==> config.mk <==
export PLATFORM = sky130hd
export DESIGN_NAME = four_input_debounce
export DESIGN_NICKNAME = d
export VERILOG_FILES = /design/src/rtl/four_input_debounce_pkg.sv /design/src/rtl/four_input_debounce_chan.sv /design/src/rtl/four_input_debounce.sv
export SDC_FILE = /design/constraint.sdc
export NUM_CORES = 1
export LEC_CHECK = 0
export CORE_AREA = 2 2 73 127
export CTS_CLUSTER_DIAMETER = 150
export DETAILED_ROUTE_END_ITERATION = 16
export DIE_AREA = 0 0 75 129
export PLACE_DENSITY = 0.42
export REMOVE_ABC_BUFFERS = 1
export SLEW_MARGIN = 5
export SYNTH_ARGS = -nofsm -noshare
export SYNTH_HDL_FRONTEND = slang
export SYNTH_SLANG_ARGS = --single-unit
export TNS_END_PERCENT = 50
==> constraint.sdc <==
create_clock -name clk -period 3.2 [get_ports clk]
set_clock_uncertainty 0.1 [all_clocks]
set_input_delay 0.64 -clock clk [delete_from_list [all_inputs] [get_ports clk]]
set_output_delay 0.64 -clock clk [all_outputs]
set_load 0.005 [all_outputs]
==> src/rtl/four_input_debounce_pkg.sv <==
// Shared constants for the four-input debounce stage: channel count, default
// tuning and the bit position of each gate input within raw/chg.
package four_input_pkg;
    localparam int NUM_CH          = 4;
    localparam int SYNC_STAGES_DEF = 2;
    localparam int DB_CYCLES_DEF   = 4;
    localparam int CH_A            = 3;
    localparam int CH_B            = 2;
    localparam int CH_C            = 1;
    localparam int CH_D            = 0;
endpackage

==> src/rtl/four_input_debounce_chan.sv <==
// One debounce channel: a synchroniser chain feeding a saturating stability
// counter that flips the clean output after DB_CYCLES consecutive mismatches.
module debounce_chan
    import four_input_pkg::*;
#(
    parameter int SYNC_STAGES = SYNC_STAGES_DEF,
    parameter int DB_CYCLES   = DB_CYCLES_DEF,
    parameter int CNT_W       = 8
) (
    input  logic clk,
    input  logic rst_n,
    input  logic en,
    input  logic raw,
    output logic out,
    output logic chg
);

    localparam logic [CNT_W-1:0] CNT_MAX = CNT_W'(DB_CYCLES - 1);

    logic [SYNC_STAGES-1:0] sync_q;
    logic [CNT_W-1:0]       cnt;
    logic                   sync_x;

    assign sync_x = sync_q[SYNC_STAGES-1];

    // The chain keeps shifting even while en is low so that re-enabling
    // never acts on a stale sample.
    always_ff @(posedge clk or negedge rst_n) begin
        if (!rst_n) begin
            sync_q <= '0;
        end else begin
            sync_q <= {sync_q[SYNC_STAGES-2:0], raw};
        end
    end

    always_ff @(posedge clk or negedge rst_n) begin
        if (!rst_n) begin
            cnt <= '0;
            out <= 1'b0;
            chg <= 1'b0;
        end else if (!en) begin
            cnt <= '0;
            chg <= 1'b0;
        end else if (sync_x == out) begin
            cnt <= '0;
            chg <= 1'b0;
        end else if (cnt == CNT_MAX) begin
            cnt <= '0;
            out <= ~out;
            chg <= 1'b1;
        end else begin
            cnt <= cnt + CNT_W'(1);
            chg <= 1'b0;
        end
    end

endmodule

==> src/rtl/four_input_debounce.sv <==
// Conditions the four raw inputs of the downstream AND gate: one independent
// debounce channel per input, outputs mapped onto a/b/c/d.
module four_input_debounce
    import four_input_pkg::*;
#(
    parameter int SYNC_STAGES = SYNC_STAGES_DEF,
    parameter int DB_CYCLES   = DB_CYCLES_DEF,
    parameter int CNT_W       = 8
) (
    input  logic                clk,
    input  logic                rst_n,
    input  logic                en,
    input  logic [NUM_CH-1:0]   raw,
    output logic                a,
    output logic                b,
    output logic                c,
    output logic                d,
    output logic [NUM_CH-1:0]   chg
);

    logic [NUM_CH-1:0] out_v;

    for (genvar i = 0; i < NUM_CH; i++) begin : g_chan
        debounce_chan #(
            .SYNC_STAGES (SYNC_STAGES),
            .DB_CYCLES   (DB_CYCLES),
            .CNT_W       (CNT_W)
        ) u_chan (
            .clk   (clk),
            .rst_n (rst_n),
            .en    (en),
            .raw   (raw[i]),
            .out   (out_v[i]),
            .chg   (chg[i])
        );
    end

    assign a = out_v[CH_A];
    assign b = out_v[CH_B];
    assign c = out_v[CH_C];
    assign d = out_v[CH_D];

endmodule

* After elaboration in Yosys (flattened, before gate mapping)
Index checks and enable logic that the tools add are counted.
** Storage, ports and cells
- Flip-flop bits (word level) :: 48
- Output and inout bits :: 8
** Operators by class
- $add $sub $neg :: 4
- Eq/ne operators :: 8
- Mux-type cells :: 24
- Bitwise operators :: 8
- Reductions and logical operators :: 4
** Operators with widths (number)
- 8-bit 2-to-1 mux :: 12
- 8-bit by 1-bit adder with 8-bit output (second input constant) :: 4
- 8-bit by 2-bit == test with 1-bit output (second input constant) :: 4
- 1-bit 2-to-1 mux :: 12
- 3-bit AND reduction :: 4
- 1-bit inverter :: 8
- 1-bit == test :: 4

* Depth between registers and ports, before layout
- Word-level depth :: 4
- Gate-level depth with buffers :: 4

* Cells and area by module
A second synthesis with hierarchy kept.
** Unflattened totals
- Cell total of the unflattened synthesis :: 184
- Area, all modules :: 2157.1 um^2
** By module, submodules not included
- debounce_chan :: instances 4, cells each 46, area an instance 539.3 um^2, seq. area each 300.3 um^2

* Least setup slack after synthesis
OpenSTA, ideal clock, no wires.
- Path kind :: register -> register
- Start :: register g_chan[2].u_chan.cnt[0]
- End :: register g_chan[2].u_chan.out
- Library setup time :: 0.125 ns
- Arrival time :: 1.713 ns
- Required time :: 2.975 ns
- Setup slack :: 1.263 ns
- Stages on the path, launching flop included :: 5
- Buffers on the path :: 0
- Cells stage by stage :: dfrtp_1 -> ha_1 -> or4b_4 -> or4b_4 -> xnor2_2
** On the way
- Word-level cells in the longest chain between the ends :: 2
** RTL lines
- start: declaration :: RTL line four_input_debounce_chan.sv:21 : logic [CNT_W-1:0] cnt;
- start signal: assignment :: RTL line four_input_debounce_chan.sv:52 : cnt <= cnt + CNT_W'(1);
- 8-bit by 2-bit == test with 1-bit output :: RTL line four_input_debounce_chan.sv:47 : end else if (cnt == CNT_MAX) begin
- 3-bit AND reduction (no line)
- end signal: assignment :: RTL line four_input_debounce_chan.sv:49 : out <= ~out;
- end: declaration :: RTL line four_input_debounce_chan.sv:14 : output logic out,
Every way passes these cells.
A chain may end at the register's enable or synchronous reset.

* Worst setup path after layout
- Start :: register g_chan[2].u_chan.out
- End :: output b
** RTL lines
- end: declaration :: RTL line four_input_debounce.sv:15 : output logic b,
No word-level cell between the ends.

==> metrics <==
status=complete, no violations; worst-skew pair later-pin latency=0.29 ns; Mapped Area=between 0.002 and 0.0025 mm²; First-pass DRT Iterations=4; Final Hold Vio Count=0; Yosys top cell by area=dfrtp_1; DRC viols=0; CTS Buf Count=5; Setup TNS=0 ns; number of core rows=45; f_max=slightly below 500 MHz; largest cells by area after synthesis=dfrtp_1, ha_1, or3_1; peak supply drop=around 0.21 mV; minimum clock period=2.030 ns; antenna-violating nets left=0; CTS max path bufs=2; fin. max-slew vios=0; synthesis warning total=0; Syn-to-layout area delta=21.02%; Worst R2R Path Depth=4; RePlAce Congestion=0.6795; CTS clk-pin slew, worst paths=roughly 0.07 ns; Rel. slew slack=0.6019; Wirelength per Cell=about 12 µm; max incr delay on CP=0.55 ns; Post-Place Cells=~320; I/O Pins=15; Worst Path Buf+Inv=1; Top Family by Delay on Critical Path=buffers and inverters; Post-CTS Setup Bufs=0; HP Class=input port to async pin; Layout Nets=about 220; Synth top area share=0.5667; Die H=roughly 130 µm; Max-Cap Viols=0; first-pass GRT wire length=7.196 mm; layout cell share with drive strength beyond 1=0.1063; vias per std cell=4.262; number of gates resized after CTS=0; sequential fraction of the synthesis area=0.5667; hpwl dp=about 2.9 mm; RSZ-0062 raised after global routing=no; critical path's slowest cell=clkdlybuf4s50_1; grt ovf=0; GRT Total Usage=0.1006; Post-Route WL=around 4 mm; initial core utilization=0.2460; critical-path maximum fanout=3; CTS tree=built; Crit Path Class=flip-flop to output pin; final setup fails=0; Synth Instances=approximately 190; Required @ worst endpoint=roughly 2.5 ns; vias in the first global route=roughly 1500; Avg Inst Size Synth=11.27 µm²; startpoint types=flip-flop; Worst Tran Pin Value=0.5946 ns; CP Cell Sequence=clkdlybuf4s50_1; Yosys cell types=24; pin count of the biggest net entering global routing=33; leakage=roughly 1.1 nW; # hold bufs at CTS=0; cell count along the critical path=1; diode count=0; initial antenna violation count=0; port buffer count=14; # H-tree levels=2; CP Capture Type=output pin; Power Density=578.7 mW/mm²; Vias=between 1000 and 1500; die area=~0.0097 mm²; Iter 0 DRT Violations=70; core area=about 0.0086 mm²; CTS sink cnt=48; Die X=roughly 75 µm; register bit count reported by yosys=48; Post-Layout Cell Count=around 320; CP arrival=1.29 ns; fillers=slightly below 900; Root Driver=clkbuf_16; fin crit share=0.6342
cell type report:
cell class / count / area [µm²] / share of cell area
inverter: 11 / 41.29 / 0.01610
clock inverter: 1 / 30.03 / 0.01171
sequential: 48 / 1201 / 0.4683
tap: 117 / 146.4 / 0.05707
timing repair buffer: 16 / 150.1 / 0.05854
clock buffer: 7 / 152.6 / 0.05951
multi-input combinational: 124 / 843.3 / 0.3288
sequential cells by signal, summed over array words and instances, names as in the netlist:
signal,count
g_chan.u_chan.chg,4
g_chan.u_chan.cnt,32
g_chan.u_chan.out,4
g_chan.u_chan.sync_q,8
cell usage after synthesis (all sizes together):
cell type / instances
a211o: 1
a21oi: 12
and3: 1
and4b: 1
buf: 4
clkbuf: 1
dfrtp: 48
ha: 8
inv: 11
nand2: 7
nand3: 13
nand4: 4
nor2: 19
nor3b: 1
nor4: 1
o211ai: 3
o21ai: 12
or3: 13
or3b: 2
or4: 2
or4b: 4
xnor2: 11
xor2: 9
where the power goes:
part | internal (mW) | switching [mW] | total [mW]
registers | 0.644 | 0.0477 | 0.692
clock network | 0.411 | 0.222 | 0.633
logic | 0.0800 | 0.0791 | 0.159
metrics by stage:
step	cell area [µm²]	util	power, mW	setup WS [ns]	hold slack (ns)
finish	2565	0.2977	1.484	1.170	0.1656
global route	2565	0.2977	1.566	1.031	0.1919
CTS	2565	0.2977	1.511	1.146	0.1786
detailed placement	2382	0.2765	0.8660	0.8818	0.2355
global placement	2382	0.2765	0.8676	0.9223	0.2339
floorplan	2086	-	0.7802	1.263	0.2312
kinds of logic after synthesis:
kind of cell	Yosys count	share of synthesized area
buf+inv	16	0.03542
fa+ha+maj	8	0.04723
xor+xnor	20	0.09328
flops	48	0.5667
simple gates	68	0.1860
compound gates	28	0.07143
worst paths after layout:
check / start / endpoint / slack, ns
hold / removal: rst_n / g_chan[3].u_chan.cnt[5]$_DFF_PN0_ / 0.17
max in group asynchronous: rst_n / g_chan[2].u_chan.cnt[7]$_DFF_PN0_ / 2.06
setup reg to reg: g_chan[2].u_chan.cnt[0]$_DFF_PN0_ / g_chan[2].u_chan.out$_DFFE_PN0P_ / 1.18
min in group clk: g_chan[1].u_chan.sync_q[0]$_DFF_PN0_ / g_chan[1].u_chan.sync_q[1]$_DFF_PN0_ / 0.25
setup / recovery: g_chan[2].u_chan.out$_DFFE_PN0P_ / b / 1.17
hold reg to reg: g_chan[1].u_chan.sync_q[0]$_DFF_PN0_ / g_chan[1].u_chan.sync_q[1]$_DFF_PN0_ / 0.25
cells in the final DEF (no fill, tap or decap):
| cell type | instances |
|---|---|
| dfrtp_1 | 48 |
| nor2_1 | 19 |
| nand3_1 | 13 |
| or3_1 | 13 |
| clkdlybuf4s50_1 | 13 |
| o21ai_0 | 12 |
| a21oi_1 | 12 |
| inv_1 | 11 |
| xor2_1 | 9 |
| xnor2_1 | 8 |
| ha_1 | 8 |
| nand2_1 | 7 |
| clkbuf_16 | 5 |
| nand4_1 | 4 |
| or4b_4 | 4 |
| o211ai_1 | 3 |
| xnor2_2 | 3 |
| or4_4 | 2 |
| or3b_2 | 2 |
| clkbuf_8 | 2 |
| buf_4 | 2 |
| nor4_1 | 1 |
| nor3b_1 | 1 |
| a211o_1 | 1 |
| and3_1 | 1 |
| and4b_1 | 1 |
| bufinv_16 | 1 |
| buf_2 | 1 |
layer usage:
metal / routed length (µm) / up-vias / GRT usage
met4: 110 / 0 / 0.06408
met1: 1774 / 669 / 0.1152
met2: 2019 / 24 / 0.1625
met3: 111 / 8 / 0.02506
met5: 0 / - / 0
li1: - / 680 / -
Note: power is estimated with default switching activity, not from simulation.
